[config.mk]
export PLATFORM = sky130hd
export DESIGN_NAME = alu_rr_sched
export DESIGN_NICKNAME = d
export VERILOG_FILES = /design/src/rtl/alu_rr_sched.sv
export SDC_FILE = /design/constraint.sdc
export NUM_CORES = 1
export LEC_CHECK = 0
export CAP_MARGIN = 25
export CORE_MARGIN = 4
export CORE_UTILIZATION = 54
export CTS_CLUSTER_SIZE = 25
export DETAILED_ROUTE_END_ITERATION = 7
export GPL_TIMING_DRIVEN = 0
export MAX_ROUTING_LAYER = met4
export PLACE_DENSITY = 0.82
export SYNTH_ARGS = -nofsm -noshare
export SYNTH_HDL_FRONTEND = slang
export SYNTH_SLANG_ARGS = --single-unit
[constraint.sdc]
create_clock -name clk -period 4.1 [get_ports clk]
set_input_delay 0.82 -clock clk [delete_from_list [all_inputs] [get_ports clk]]
set_output_delay 0.82 -clock clk [all_outputs]
set_load 0.05 [all_outputs]
[src/rtl/alu_rr_sched.sv]
// alu_rr_sched: shares one 16-bit, 8-op ALU between two requesters.
// Arbitration is round-robin with a one-bit priority pointer.
// Only one operation is in flight at a time: IDLE -> EXEC -> RESP.
// The result is registered and returned on a shared response channel
// that is tagged with the id of the requester that issued it.
module alu_rr_sched #(
    parameter logic RR_INIT = 1'b0
) (
    input  logic        clk,
    input  logic        rst,
    input  logic [1:0]  req_valid,
    output logic [1:0]  req_ready,
    input  logic [15:0] req_a0,
    input  logic [15:0] req_b0,
    input  logic [2:0]  req_op0,
    input  logic [15:0] req_a1,
    input  logic [15:0] req_b1,
    input  logic [2:0]  req_op1,
    output logic        rsp_valid,
    input  logic        rsp_ready,
    output logic        rsp_id,
    output logic [15:0] rsp_y,
    output logic        rsp_cout,
    output logic        busy
);

    typedef enum logic [1:0] {
        S_IDLE = 2'd0,
        S_EXEC = 2'd1,
        S_RESP = 2'd2
    } state_t;

    state_t      state_q, state_d;
    logic        ptr_q, ptr_d;
    logic [15:0] a_q, a_d, b_q, b_d;
    logic [2:0]  op_q, op_d;
    logic        id_q, id_d;
    logic [15:0] y_q, y_d;
    logic        cout_q, cout_d;
    logic        rid_q, rid_d;

    logic [1:0]  grant;
    logic [15:0] alu_y;
    logic        alu_cout;
    logic [16:0] sum;
    logic [16:0] diff;

    // Arbitration: a lone valid requester wins; on a tie the pointer decides.
    // No grant while reset is asserted, since reset overrides every input.
    always_comb begin
        grant = 2'b00;
        if (state_q == S_IDLE && !rst) begin
            case (req_valid)
                2'b01:   grant = 2'b01;
                2'b10:   grant = 2'b10;
                2'b11:   grant = ptr_q ? 2'b10 : 2'b01;
                default: grant = 2'b00;
            endcase
        end
    end

    // Shared ALU, driven only from the captured operand registers.
    // Bit 16 of the 17-bit difference is the borrow (set iff a < b).
    always_comb begin
        sum      = {1'b0, a_q} + {1'b0, b_q};
        diff     = {1'b0, a_q} - {1'b0, b_q};
        alu_y    = 16'h0000;
        alu_cout = 1'b0;
        case (op_q)
            3'd0: begin
                alu_y    = sum[15:0];
                alu_cout = sum[16];
            end
            3'd1: begin
                alu_y    = diff[15:0];
                alu_cout = diff[16];
            end
            3'd2:    alu_y = (a_q < b_q) ? a_q : b_q;
            3'd3:    alu_y = (a_q > b_q) ? a_q : b_q;
            3'd4:    alu_y = a_q & b_q;
            3'd5:    alu_y = a_q | b_q;
            3'd6:    alu_y = a_q ^ b_q;
            default: alu_y = ~(a_q ^ b_q);
        endcase
    end

    // Next-state logic: capture on a handshake, register the result, wait for accept.
    always_comb begin
        state_d = state_q;
        ptr_d   = ptr_q;
        a_d     = a_q;
        b_d     = b_q;
        op_d    = op_q;
        id_d    = id_q;
        y_d     = y_q;
        cout_d  = cout_q;
        rid_d   = rid_q;
        case (state_q)
            S_IDLE: begin
                if (grant != 2'b00) begin
                    id_d    = grant[1];
                    a_d     = grant[1] ? req_a1  : req_a0;
                    b_d     = grant[1] ? req_b1  : req_b0;
                    op_d    = grant[1] ? req_op1 : req_op0;
                    ptr_d   = ~grant[1];
                    state_d = S_EXEC;
                end
            end
            S_EXEC: begin
                y_d     = alu_y;
                cout_d  = alu_cout;
                rid_d   = id_q;
                state_d = S_RESP;
            end
            S_RESP: begin
                if (rsp_ready) begin
                    state_d = S_IDLE;
                end
            end
            default: state_d = S_IDLE;
        endcase
    end

    // State register; reset drops any in-flight operation.
    always_ff @(posedge clk) begin
        if (rst) begin
            state_q <= S_IDLE;
            ptr_q   <= RR_INIT;
            a_q     <= 16'h0000;
            b_q     <= 16'h0000;
            op_q    <= 3'd0;
            id_q    <= 1'b0;
            y_q     <= 16'h0000;
            cout_q  <= 1'b0;
            rid_q   <= 1'b0;
        end else begin
            state_q <= state_d;
            ptr_q   <= ptr_d;
            a_q     <= a_d;
            b_q     <= b_d;
            op_q    <= op_d;
            id_q    <= id_d;
            y_q     <= y_d;
            cout_q  <= cout_d;
            rid_q   <= rid_d;
        end
    end

    assign req_ready = grant;
    assign rsp_valid = (state_q == S_RESP);
    assign busy      = (state_q == S_EXEC) || (state_q == S_RESP);
    assign rsp_id    = rid_q;
    assign rsp_y     = y_q;
    assign rsp_cout  = cout_q;

endmodule

==> summary.txt <==
Place
  • Placed cell area: 0.006504 sq mm
  • Final GP Congestion: 1.007
  • HPWL after DPL: 14,600 um
  • Placed cells: 885
  • IO buf count: 96

Yosys
  • Avg Cell Area, Syn: 8.196 sq um
  • Dominant synthesized flop cell: dfxtp_1
  • Post-synth EDFFs: 0
  • Synthesis-stage register bit count: 57
  • Syn Nets: 786
  • Synthesized cell area: 0.005376 sq mm
  • Distinct cell type count after synthesis: 68
  • Seq/Total Area, Yosys: 0.2122
  • Async set or reset register ratio after synthesis: 0
  • Ys Warns: 0
  • Gate Count Post-Synth: 656

Timing
  • Final setup vio count: 0
  • Final Hold Vio Count: 0
  • Slew headroom: 0.3068
  • Clock Skews: 0.01548 ns
  • Fin crit share: 0.9693
  • TNS Setup: 0 ns
  • RSZ-0062 raised after global routing: no
  • Pins Over Slew Limit: 0
  • Worst Tran Pin Value: 1.040 ns
  • Final min period: 3.974 ns
  • Max Freq: 251.6 MHz

Detailed routing
  • Via count: 5,772
  • Routed WL: 19,560 um
  • DRC viols: 0
  • DR WL/cell: 21.71 um
  • Detail Route Antenna Nets: 0
  • Vias per cell: 6.406
  • Drt first pass iters: 7
  • Starting DRT DRC Count: 754

Clock network
  • Clk sinks: 57
  • CTS H-tree lvls: 3
  • CTS buffer count: 9
  • Hold_buf cts: 0
  • CTS tree: done
  • Longest Clk Path Bufs: 2
  • Clock tree root driver cell: clkbuf_8
  • Clk_lat worst skew: 0.36 ns
  • Clk pin slew, worst setup/hold paths: 0.08 ns
  • Post-CTS setup buffer count: 0

Final layout
  • Most frequent cells in the layout: clkdlybuf4s50_1, nor2_1, mux2i_1
  • Share of cells above drive strength 1: 0.06771
  • # diodes: 0
  • Fin cells: 901
  • Post-Route Utilization: 0.6885
  • Final #Nets: 893
  • Synth-to-Final Area Change: 24.60%
  • Design Area, Final: 0.006699 sq mm
  • Area occupied by multi-input gates: 0.003782 sq mm
  • Register area: 0.001141 sq mm
  • Commonest non-fill, non-tap cell in the layout: clkdlybuf4s50_1
  • Filler cells: 835

Setup path
  • WS Path Type: input pin to output pin
  • Kind of cell adding the most delay to the critical path: buffers and inverters
  • Setup crit end kind: output pin
  • Worst path required time: 3.28 ns
  • Crit path buf inv count: 4
  • Critical-path top delay cell: clkdlybuf4s15_1
  • Crit path DAT: 3.15 ns
  • CP peak stage delay: 0.57 ns
  • Worst-path cell chain: clkdlybuf4s50_1, nor2b_1, nand2_1, a21oi_1, buf_2, clkbuf_1, clkdlybuf4s15_1
  • Max FO, Critical Path: 10
  • Startpoint types: input pin

Power
  • Leakage power: 0.002609 uW
  • Switching pwr: 2244 uW
  • Clk pwr share: 0.118
  • Pint: 2100 uW
  • Switch share: 0.5166
  • Largest vdd supply drop: 0.4442 mV
  • Comb power frac: 0.682
  • Pwr Total: 4343 uW
  • Flop pwr share: 0.200
  • Power per Cell Area: 648.4 mW/mm^2

Floorplan
  • Core ar.: 0.009729 sq mm
  • Chip Width: 107.8 um
  • Die Height: 107.8 um
  • Row Count: 36
  • Die Footprint: 0.01162 sq mm
  • I/O pin total: 97
  • Starting Density: 0.5526

GRT
  • First-pass GRT wire length: 30,030 um
  • Largest net degree at the start of global routing: 11
  • All-layer global routing usage: 0.3454
  • Antenna violations before repair: 0
  • Vias in the first global route: 5,610
  • GR Overflow Total: 0

Hold path
  • Hold WC Path Type: register to register

Flow run
  • Max cap viols: 0

Outcome
  • Status: complete, no violations
==> logic make-up after synthesis <==
kind of cell,after synthesis,synth area share
AND/OR/NAND/NOR,161,0.1399
multiplexers,76,0.1415
buffers and inverters,104,0.08657
adder cells (fa/ha/maj),55,0.1308
AO/OA/AOI/OAI,188,0.2646
flip-flops,57,0.2122
XOR/XNOR,15,0.02443
==> Yosys cell counts, types with 3 or more instances <==
library cell	count	share of area
buf_1	6	0.0042
clkbuf_8	3	0.0077
nand2_1	28	0.020
nand3_1	12	0.011
clkbuf_1	34	0.024
nor2_1	81	0.057
o211ai_1	5	0.0070
a221o_1	3	0.0056
a221oi_2	4	0.011
mux2i_1	76	0.14
a21o_1	7	0.0098
a311oi_1	7	0.011
dfxtp_1	57	0.21
nor3_1	13	0.012
a222oi_1	12	0.022
buf_2	5	0.0047
a221oi_1	14	0.023
a22o_1	5	0.0081
a31oi_1	5	0.0058
and3_1	5	0.0058
nand2b_1	6	0.0070
a211oi_1	30	0.042
o221ai_1	8	0.013
ha_1	53	0.12
inv_1	51	0.036
xor2_1	5	0.0081
o21a_1	6	0.0084
o22ai_1	3	0.0035
xnor2_1	10	0.016
a21oi_1	31	0.029
o21ai_0	26	0.024
==> sequential cells by signal (all words and copies together) (netlist names) <==
| register | cells |
|---|---|
| b_q | 16 |
| rsp_y | 16 |
| id_q | 1 |
| rsp_cout | 1 |
| state_q | 2 |
| rsp_id | 1 |
| a_q | 16 |
| op_q | 3 |
| ptr_q | 1 |
==> stage by stage <==
stage	setup WS, ns	hold slack (ns)
after floorplan	0.9736	0.4567
after global placement	-0.2865	0.4701
after detailed placement	-0.4103	0.4911
after CTS	0.1623	0.5014
after global routing	0.005851	0.5221
final	0.1257	0.4958
==> layer usage <==
| layer | routed length [um] | share of wire | global-route usage | vias to the layer above |
|---|---|---|---|---|
| met5 | 0 | 0 | - | - |
| met4 | 616 | 0.031 | 0.1398 | 0 |
| met3 | 2192 | 0.11 | 0.06059 | 63 |
| met2 | 9000 | 0.46 | 0.5488 | 393 |
| met1 | 7754 | 0.40 | 0.4353 | 2709 |
| li1 | - | - | - | 2607 |
==> what timing repair did <==
item,4_1_cts,5_1_grt
resized for setup,3,2
setup endpoints to repair,2,2
hold endpoints to repair,0,0
==> final cells by class <==
type,count,area share
multi-input combinational,495,0.5646
sequential,57,0.1703
timing repair buffer,96,0.1433
buffer,53,0.04109
inverter,51,0.02858
tap,133,0.02484
clock buffer,12,0.02316
clock inverter,4,0.004109
==> worst reg2reg max path, stage by stage, from the launching register on <==
cell and delay, ns:
dfxtp_1 0.43, inv_1 0.11, ha_1 0.31, buf_4 0.17, nor3b_1 0.08, nor3_1 0.48
a211oi_2 0.18, a2111oi_4 0.54, a21oi_2 0.15, nor2_4 0.35, buf_6 0.28, mux2i_1 0.26
o221ai_1 0.13, o21a_1 0.21
==> power by group through the flow <==
stage | registers (uW) | logic (uW) | clock network [uW]
final | 867 | 2960 | 513
after global routing | 884 | 3140 | 536
after CTS | 857 | 2880 | 510
after detailed placement | 869 | 2870 | 0
after global placement | 858 | 2810 | 0
after floorplan | 1010 | 1900 | 0
==> path summary, 6_finish.rpt <==
path	from	slack [ns]	to	cells past startpoint
setup / recovery	rst	0.13	req_ready[1]	7
hold / removal	rsp_y[7]	0.50	rsp_y[7]	2
setup reg to reg	a_q[4]	0.34	rsp_y[11]	13
hold reg to reg	rsp_y[7]	0.50	rsp_y[7]	2
Note: power is estimated with default switching activity, not from simulation.
